`config.mk`:
```
export PLATFORM = sky130hd
export DESIGN_NAME = kronos_ex_sequencer
export DESIGN_NICKNAME = d
export VERILOG_FILES = /design/src/rtl/kronos_ex_sequencer_pkg.sv /design/src/rtl/kronos_ex_sequencer_watchdog.sv /design/src/rtl/kronos_ex_sequencer.sv
export SDC_FILE = /design/constraint.sdc
export NUM_CORES = 1
export LEC_CHECK = 0
export BUFFER_PORTS_ARGS = -buffer_cell sky130_fd_sc_hd__buf_2
export CAP_MARGIN = 10
export CORE_AREA = 4 4 126 128
export CTS_CLUSTER_DIAMETER = 30
export CTS_CLUSTER_SIZE = 30
export DETAILED_ROUTE_END_ITERATION = 8
export DIE_AREA = 0 0 130 132
export MAX_ROUTING_LAYER = met4
export PLACE_DENSITY = 0.65
export SLEW_MARGIN = 5
export SYNTH_ARGS = -nofsm -noshare
export SYNTH_HDL_FRONTEND = slang
export SYNTH_SLANG_ARGS = --single-unit
```
`constraint.sdc`:
```
create_clock -name clk -period 4.5 [get_ports clk]
set_clock_uncertainty 0.05 [all_clocks]
set_input_delay 1.35 -clock clk [delete_from_list [all_inputs] [get_ports clk]]
set_output_delay 1.35 -clock clk [all_outputs]
set_load 0.02 [all_outputs]
```
`src/rtl/kronos_ex_sequencer_pkg.sv`:
```
// Shared types for the execute-stage sequencer.
//   ex_state_e : sequencer FSM states
//   sysop_e    : system-op encoding carried on instr_sysop (valid when instr_system)
//   Cause*     : exception codes produced by the sequencer itself
//   make_cause : builds the 32-bit mcause-style word {intr, 27'b0, code}
package kronos_ex_sequencer_pkg;

    typedef enum logic [2:0] {
        StSteady,
        StUnit,
        StTrap,
        StReturn,
        StWfintr,
        StJump
    } ex_state_e;

    typedef enum logic [1:0] {
        SysEcall  = 2'd0,
        SysEbreak = 2'd1,
        SysMret   = 2'd2,
        SysWfi    = 2'd3
    } sysop_e;

    localparam logic [3:0] CauseBreakpoint     = 4'd3;
    localparam logic [3:0] CauseEcallM         = 4'd11;
    localparam logic [3:0] CauseTimeoutDefault = 4'd5;

    function automatic logic [31:0] make_cause(input logic intr, input logic [3:0] code);
        return {intr, 27'b0, code};
    endfunction

endpackage

```
`src/rtl/kronos_ex_sequencer_watchdog.sv`:
```
// Stall watchdog for multi-cycle units.
//   clk, rstz : clock, synchronous active-low reset
//   clear_i   : restart the count (asserted on the cycle that enters UNIT)
//   run_i     : sequencer is in UNIT this cycle
//   expire_o  : this UNIT cycle is number TIMEOUT_CYCLES
// With TIMEOUT_CYCLES == 0 the watchdog is removed and expire_o is tied low.
module kronos_ex_sequencer_watchdog #(
    parameter int unsigned TIMEOUT_CYCLES = 0
) (
    input  logic clk,
    input  logic rstz,
    input  logic clear_i,
    input  logic run_i,
    output logic expire_o
);

    generate
        if (TIMEOUT_CYCLES == 0) begin : g_off
            logic unused_inputs;
            assign unused_inputs = clk ^ rstz ^ clear_i ^ run_i;
            assign expire_o      = 1'b0;
        end else begin : g_on
            localparam int unsigned CntW = (TIMEOUT_CYCLES > 1) ? $clog2(TIMEOUT_CYCLES) : 1;

            // count_q holds completed UNIT cycles, so the current cycle is count_q + 1.
            logic [CntW-1:0] count_q, count_d;

            always_comb begin
                count_d = count_q;
                if (clear_i) begin
                    count_d = '0;
                end else if (run_i) begin
                    count_d = count_q + CntW'(1);
                end
            end

            always_ff @(posedge clk) begin
                if (!rstz) begin
                    count_q <= '0;
                end else begin
                    count_q <= count_d;
                end
            end

            assign expire_o = run_i && (count_q == CntW'(TIMEOUT_CYCLES - 1));
        end
    endgenerate

endmodule

```
`src/rtl/kronos_ex_sequencer.sv`:
```
// Execute-stage sequencer: retires basic ALU ops, dispatches to multi-cycle units over
// vld/rdy, and sequences trap entry, MRET return, WFI and the CSR redirect handshake.
//   instr_*          : decoded instruction from the ID/EX register (held until instr_rdy)
//   interrupt*       : pending core interrupt and its code
//   unit_vld/rdy     : per-unit request / completion, unit_regwr/unit_data per-unit result
//   regwr_*          : registered register-file writeback
//   activate_trap    : high in TRAP, return_trap high in RETURN
//   trap_cause/value : registered cause word and tval for the CSR block
//   trap_jump        : CSR block finished the redirect
//   instret          : registered retire pulse
module kronos_ex_sequencer
    import kronos_ex_sequencer_pkg::*;
#(
    parameter int unsigned N_UNITS        = 3,
    parameter int unsigned XLEN           = 32,
    parameter int unsigned TIMEOUT_CYCLES = 0,
    parameter logic [3:0]  TIMEOUT_CAUSE  = CauseTimeoutDefault
) (
    input  logic                    clk,
    input  logic                    rstz,
    input  logic                    instr_vld,
    output logic                    instr_rdy,
    input  logic [XLEN-1:0]         instr_pc,
    input  logic [N_UNITS-1:0]      instr_unit,
    input  logic [4:0]              instr_rd,
    input  logic                    instr_regwr,
    input  logic [XLEN-1:0]         basic_result,
    input  logic                    instr_exc,
    input  logic [3:0]              instr_exc_cause,
    input  logic [XLEN-1:0]         instr_exc_value,
    input  logic [1:0]              instr_sysop,
    input  logic                    instr_system,
    input  logic                    interrupt,
    input  logic [3:0]              interrupt_cause,
    output logic [N_UNITS-1:0]      unit_vld,
    input  logic [N_UNITS-1:0]      unit_rdy,
    input  logic [N_UNITS-1:0]      unit_regwr,
    input  logic [N_UNITS*XLEN-1:0] unit_data,
    output logic                    regwr_en,
    output logic [4:0]              regwr_sel,
    output logic [XLEN-1:0]         regwr_data,
    output logic                    activate_trap,
    output logic                    return_trap,
    output logic [31:0]             trap_cause,
    output logic [XLEN-1:0]         trap_value,
    input  logic                    trap_jump,
    output logic                    instret
);

    ex_state_e       state_q, state_d;
    logic            regwr_en_q, regwr_en_d;
    logic [4:0]      regwr_sel_q, regwr_sel_d;
    logic [XLEN-1:0] regwr_data_q, regwr_data_d;
    logic [31:0]     trap_cause_q, trap_cause_d;
    logic [XLEN-1:0] trap_value_q, trap_value_d;
    logic            instret_q, instret_d;
    // ECALL/EBREAK/MRET retire only once the redirect completes.
    logic            pending_q, pending_d;

    logic            wd_clear, wd_expire;
    logic [XLEN-1:0] unit_result;
    logic            sel_rdy, sel_regwr, is_unit;
    logic            is_ecall, is_ebreak, is_mret, is_wfi;
    sysop_e          sysop;

    // One-hot AND-OR select of the addressed unit's result.
    always_comb begin
        unit_result = '0;
        for (int unsigned i = 0; i < N_UNITS; i++) begin
            unit_result = unit_result | (unit_data[i*XLEN +: XLEN] & {XLEN{instr_unit[i]}});
        end
    end

    assign sel_rdy   = |(unit_rdy & instr_unit);
    assign sel_regwr = |(unit_regwr & instr_unit);
    assign is_unit   = |instr_unit;
    assign sysop     = sysop_e'(instr_sysop);
    assign is_ecall  = instr_system && (sysop == SysEcall);
    assign is_ebreak = instr_system && (sysop == SysEbreak);
    assign is_mret   = instr_system && (sysop == SysMret);
    assign is_wfi    = instr_system && (sysop == SysWfi);

    always_comb begin
        state_d      = state_q;
        instr_rdy    = 1'b0;
        unit_vld     = '0;
        wd_clear     = 1'b0;
        regwr_en_d   = 1'b0;
        regwr_sel_d  = regwr_sel_q;
        regwr_data_d = regwr_data_q;
        trap_cause_d = trap_cause_q;
        trap_value_d = trap_value_q;
        pending_d    = pending_q;

        case (state_q)
            StSteady: begin
                if (instr_vld) begin
                    if (interrupt) begin
                        state_d      = StTrap;
                        trap_cause_d = make_cause(1'b1, interrupt_cause);
                        trap_value_d = '0;
                    end else if (instr_exc) begin
                        state_d      = StTrap;
                        trap_cause_d = make_cause(1'b0, instr_exc_cause);
                        trap_value_d = instr_exc_value;
                    end else if (is_ecall) begin
                        state_d      = StTrap;
                        trap_cause_d = make_cause(1'b0, CauseEcallM);
                        trap_value_d = '0;
                        pending_d    = 1'b1;
                    end else if (is_ebreak) begin
                        state_d      = StTrap;
                        trap_cause_d = make_cause(1'b0, CauseBreakpoint);
                        trap_value_d = instr_pc;
                        pending_d    = 1'b1;
                    end else if (is_mret) begin
                        state_d   = StReturn;
                        pending_d = 1'b1;
                    end else if (is_wfi) begin
                        state_d = StWfintr;
                    end else if (is_unit) begin
                        unit_vld = instr_unit;
                        if (sel_rdy) begin
                            // Unit answered in the dispatch cycle: retire without UNIT.
                            instr_rdy    = 1'b1;
                            regwr_en_d   = sel_regwr;
                            regwr_sel_d  = instr_rd;
                            regwr_data_d = unit_result;
                        end else begin
                            state_d  = StUnit;
                            wd_clear = 1'b1;
                        end
                    end else begin
                        instr_rdy    = 1'b1;
                        regwr_en_d   = instr_regwr;
                        regwr_sel_d  = instr_rd;
                        regwr_data_d = basic_result;
                    end
                end
            end
            StUnit: begin
                unit_vld = instr_unit;
                // Completion on the terminal watchdog cycle takes precedence over the abort.
                if (sel_rdy) begin
                    state_d      = StSteady;
                    instr_rdy    = 1'b1;
                    regwr_en_d   = sel_regwr;
                    regwr_sel_d  = instr_rd;
                    regwr_data_d = unit_result;
                end else if (wd_expire) begin
                    state_d      = StTrap;
                    trap_cause_d = make_cause(1'b0, TIMEOUT_CAUSE);
                    trap_value_d = instr_pc;
                end
            end
            StWfintr: begin
                if (interrupt) begin
                    state_d      = StTrap;
                    trap_cause_d = make_cause(1'b1, interrupt_cause);
                    trap_value_d = '0;
                end
            end
            StTrap, StReturn: begin
                state_d = StJump;
            end
            StJump: begin
                if (trap_jump) begin
                    state_d   = StSteady;
                    pending_d = 1'b0;
                end
            end
            default: begin
                state_d = StSteady;
            end
        endcase
    end

    assign instret_d = (instr_vld && instr_rdy) || ((state_q == StJump) && trap_jump && pending_q);

    always_ff @(posedge clk) begin
        if (!rstz) begin
            state_q      <= StSteady;
            regwr_en_q   <= 1'b0;
            regwr_sel_q  <= '0;
            regwr_data_q <= '0;
            trap_cause_q <= '0;
            trap_value_q <= '0;
            instret_q    <= 1'b0;
            pending_q    <= 1'b0;
        end else begin
            state_q      <= state_d;
            regwr_en_q   <= regwr_en_d;
            regwr_sel_q  <= regwr_sel_d;
            regwr_data_q <= regwr_data_d;
            trap_cause_q <= trap_cause_d;
            trap_value_q <= trap_value_d;
            instret_q    <= instret_d;
            pending_q    <= pending_d;
        end
    end

    kronos_ex_sequencer_watchdog #(
        .TIMEOUT_CYCLES (TIMEOUT_CYCLES)
    ) u_watchdog (
        .clk      (clk),
        .rstz     (rstz),
        .clear_i  (wd_clear),
        .run_i    (state_q == StUnit),
        .expire_o (wd_expire)
    );

    assign regwr_en      = regwr_en_q;
    assign regwr_sel     = regwr_sel_q;
    assign regwr_data    = regwr_data_q;
    assign trap_cause    = trap_cause_q;
    assign trap_value    = trap_value_q;
    assign instret       = instret_q;
    assign activate_trap = (state_q == StTrap);
    assign return_trap   = (state_q == StReturn);

    a_unit_onehot0 : assert property (@(posedge clk) disable iff (!rstz)
        instr_vld |-> $onehot0(instr_unit));

    // Stray ready from unselected units is tolerated; the addressed unit must not
    // complete while it is not being requested.
    a_rdy_needs_vld : assert property (@(posedge clk) disable iff (!rstz)
        instr_vld |-> ((unit_rdy & instr_unit & ~unit_vld) == '0));

endmodule

```
## After elaboration in Yosys (flattened, before gate mapping)

Index checks and enable logic that the tools add are counted.

- Register bits: 107
- Bits of input ports: 224
- Output and inout bits: 109
- Logic and storage cells: 142

- Equal/unequal tests: 22
- Mux-type cells: 84
- Bitwise operators: 7
- Reductions and logical operators: 21

Operator list:

| cell | number |
|---|---|
| $mux W32 | 21 |
| $pmux W32 S2 | 3 |
| $and A32 B32 Y32 | 3 |
| $or A32 B32 Y32 | 2 |
| $mux W3 | 20 |
| $mux W5 | 9 |
| $mux W1 | 25 |
| $ne A2 B2 Y1 const B | 10 |
| $ne A8 B8 Y1 const B | 2 |
| $pmux W3 S5 | 1 |
| $reduce_and A6 Y1 | 2 |
| $pmux W5 S2 | 1 |
| $reduce_or A3 Y1 | 3 |
| $reduce_and A8 Y1 | 1 |
| $logic_and A1 B1 Y1 | 7 |
| $and A3 B3 Y3 | 2 |
| $eq A3 B2 Y1 const B | 2 |
| $eq A3 B3 Y1 const B | 2 |
| $pmux W1 S2 | 3 |
| $pmux W3 S2 | 1 |
| $reduce_bool A2 Y1 | 3 |
| $ne A5 B5 Y1 const B | 1 |
| $eq A2 B2 Y1 const B | 2 |
| $ne A4 B4 Y1 const B | 1 |
| other kinds (7) | 7 |

## Logic depth before layout (Yosys ltp)

- Word-level depth: 14
- Depth in mapped cells: 8

## By module

Synthesis repeated with hierarchy kept, for this count alone.

- Cells, all modules: 507
- Area total of the unflattened synthesis: 4544.4 um^2

By module, submodules not included:

| module | instances | cells each | area each (um^2) | seq. area each (um^2) |
|---|---|---|---|---|
| kronos_ex_sequencer | 1 | 505 | 4533.1 | 1601.5 |
| kronos_ex_sequencer_watchdog | 1 | 2 | 11.3 | 0.0 |

## Worst setup path before layout

No wires, ideal clock.

- Path type: input to output
- From: input interrupt
- To: output unit_vld[0]
- Arrival: 2762 ps
- Data required time: 3100 ps
- Slack: 338 ps
- Stages on the path: 4
- Path buffers: 0
- Path through: or4b_4 -> or3_4 -> nor2b_1 -> nor2b_1

- Cells in the longest elaborated chain, start to end: 3

RTL lines:

| element | line | RTL |
|---|---|---|
| from (decl) | kronos_ex_sequencer.sv:33 | `input logic interrupt,` |
| $mux W3 | kronos_ex_sequencer.sv:98 | `if (interrupt) begin` |
| $mux W3 | kronos_ex_sequencer.sv:97 | `if (instr_vld) begin` |
| $pmux W3 S2 | kronos_ex_sequencer.sv:95 | `case (state_q)` |
| to (decl) | kronos_ex_sequencer.sv:35 | `output logic [N_UNITS-1:0] unit_vld,` |

Every way passes these cells.

## Final worst setup path

- From: input interrupt
- To: output unit_vld[1]

Same word-level chain as after synthesis.

==> results.py <==
metrics = {
    "clock_tree": {
        "clk_pin_slew_ns": 0.06,
        "cts_tree": "done",
        "clock_path_buffers": 2,
        "cts_resized": 0,
        "ctsHoldBuffers": 0,
        "cts.sinks": 80,
        "cts_buffers": 9,
        "root_buffer": "clkbuf_16",
        "clkLatencyLatePin_ns": 0.33,
        "htreeDepth": 3,
        "cts_setup_buffers": 0,
    },
    "power": {
        "peakVddDrop_mv": 0.208,
        "leakage_nw": 2.96,
        "powerDensity_nw_per_um2": 462,
        "power_mw": 2.88,
    },
    "yosys": {
        "ys_types": 46,
        "yosys.area.top_type": "dfxtp_1",
        "synth_edf_count": 0,
        "ys_warn_count": 0,
        "synth_seq_cells": 80,
        "netlist_instances": 512,
        "yosys-top-cells-area": "dfxtp_1 36%, a222oi_1 7.7%, a22o_1 6.4%, nor2_1 6.3%, a21oi_2 6.2%",
        "synthArstFlopShare_pct": 0,
        "synth_ff_type": "dfxtp_1",
        "synthesis.area_um2": 4400,
        "postSynthAreaPerCell_um2": 8.59,
        "yosysSeqAreaShare_pct": 36.4,
        "synth.most_common_cell": "dfxtp_1",
        "synthTopCellsByCount": "80 x dfxtp_1, 74 x nor2_1, 41 x nand2_1",
        "synth_top_area_share_pct": 36.4,
    },
    "final_layout": {
        "fillerInstances": 1570,
        "postLayoutCoreUtil_pct": 41.9,
        "area_delta_synth_final_pct": 41.6,
        "seq_area_um2": 1600,
        "layout.nets": 1014,
        "drive_gt1_share_pct": 47.5,
        "final_cells": 986,
        "multi_input_area_um2": 2420,
    },
    "critical_path": {
        "cp_slowest_cell": "or4b_4",
        "worstPathRequired_ns": 3.10,
        "worstPathMaxFanout": 7,
        "cpPeakStageDelay_ns": 0.50,
        "cp.arrival_ns": 2.94,
        "start_kind": "primary input",
        "path_cells": "buf_2 > or4b_4 > or3_4 > nor2b_1 > nor2b_1 > buf_2",
        "crit_path_end_kind": "primary output",
        "worstSetupPathType": "primary input to primary output",
    },
    "worst_hold_path": {
        "hold_class": "flip-flop to flip-flop",
    },
    "sta": {
        "whs_ns": 0.406,
        "final_hold_viol_count": 0,
        "fin_crit_ns": 4.34,
        "fmax_mhz": 230,
        "final-setup-viol-count": 0,
        "rsz0062_at_grt": "false",
        "fin_tns_setup_ns": 0,
        "max_slew.worst_pin.slew_ns": 1.15,
        "relSlewSlack_pct": 23.0,
        "slew_viol_final": 0,
        "fin_crit_sh_pct": 96.5,
    },
    "floorplanning": {
        "ios": 333,
        "initial_core_util_pct": 29.6,
        "die_h_um": 132,
        "core-area_um2": 14900,
        "die-area_um2": 17200,
        "rows": 45,
        "dieWidth_um": 130,
    },
    "route": {
        "via_per_inst": 5.10,
        "first_iter_violations": 320,
        "ant_nets": 0,
        "wl_per_cell_um": 16.6,
        "vias": 5027,
        "wl_met2_mm": 7.55,
        "routed_wl_mm": 16.3,
        "top_layer": "met4",
        "drc_errors": 6,
        "m1WireLength_mm": 6.80,
        "first_pass_iters": 9,
        "met3_length_mm": 1.61,
    },
    "placed_design": {
        "port_buffers": 305,
        "place.gp.congestion": 0.842,
        "hpwl_mm": 12.7,
        "dp_cells": 967,
    },
    "outcome": {
        "violations": "DRC",
        "status": "finished, violations left",
    },
    "global_routing": {
        "gr-total-overflow": 0,
        "antenna_found_initial": 3,
        "grt_pass1_vias": 4732,
        "grt_util_all_layers_pct": 18.4,
        "grt_max_degree": 44,
        "grt_pass1_wl_mm": 24.5,
    },
    "job": {
        "drv_cap": 0,
    },
}
==> metrics by stage <==
stage	setup slack, ns	instance area (um^2)
2_1_floorplan	0.338	4500
3_3_place_gp	0.199	5900
3_5_place_dp	0.159	5900
4_1_cts	0.156	6220
5_1_grt	0.0834	6230
6_report	0.159	6230
==> logic make-up after synthesis <==
family	share of synthesized area [%]
muxes	0.483
AOI/OAI and AO/OA	37.0
other	0.0852
buffers and inverters	11.0
and+or+nand+nor	15.0
DFF	36.4
==> path summary, 6_finish.rpt <==
check / from / endpoint / slack, ns / cells past startpoint
worst min-delay path: trap_cause[1]$_SDFFE_PN0P_ / trap_cause[1]$_SDFFE_PN0P_ / 0.41 / 2
worst max register to register: state_q[0]$_SDFFE_PN0P_ / regwr_data[31]$_SDFFE_PN0P_ / 2.05 / 6
worst min register to register: trap_cause[1]$_SDFFE_PN0P_ / trap_cause[1]$_SDFFE_PN0P_ / 0.41 / 2
worst max-delay path: interrupt / unit_vld[1] / 0.16 / 6
==> power breakdown <==
group          switching, mW  leakage (nW)  internal (mW)
Sequential            0.0955         0.652          0.867
Combinational          0.715          2.15          0.413
Clock                  0.290         0.155          0.498
Total                   1.10          2.96           1.78
==> cell usage in the layout, fill, tap and decap left out, types with 2 or more instances in the layout <==
cell type / instances
buf_2: 305
dfxtp_1: 80
nor2_1: 74
nand2_1: 41
a222oi_1: 34
a22oi_1: 33
o211ai_1: 33
a22o_1: 32
a21oi_2: 31
conb_1: 27
buf_4: 13
a21oi_1: 11
clkbuf_16: 9
inv_1: 6
nor2b_1: 6
o21ai_0: 6
nand3_1: 6
diode_2: 4
nor3_1: 4
or3_1: 3
nand2b_1: 3
nand3b_1: 3
o21ai_2: 3
and2_1: 2
o221a_2: 2
a211oi_1: 2
a311oi_1: 2
bufinv_16: 2
==> layout make-up <==
cell class,instances,share of cell area (%)
Multi-Input combinational cell,375,38.8
Timing Repair Buffer,318,26.1
Sequential cell,80,25.7
Clock buffer,10,3.84
Tap cell,188,3.78
Clock inverter,5,1.31
Inverter,6,0.361
Antenna cell,4,0.161
==> routing by layer <==
metal  track usage (%)  vias up
met2              28.2      277
met3              4.13       22
li1                  -     2444
met1              23.5     2284
met4              7.39        0
met5                 -        -
==> state kept, by name, indices dropped and copies added, names as in the netlist <==
signal      cells
instret         1
trap_cause      5
regwr_en        1
state_q         3
regwr_data     32
regwr_sel       5
trap_value     32
pending_q       1
==> worst max-delay path, delay by kind of cell <==
family                 cells  cell delay (ns)
and+or+nand+nor            4             1.26
buffers and inverters      2             0.31
(Power assumes the default switching activity.)
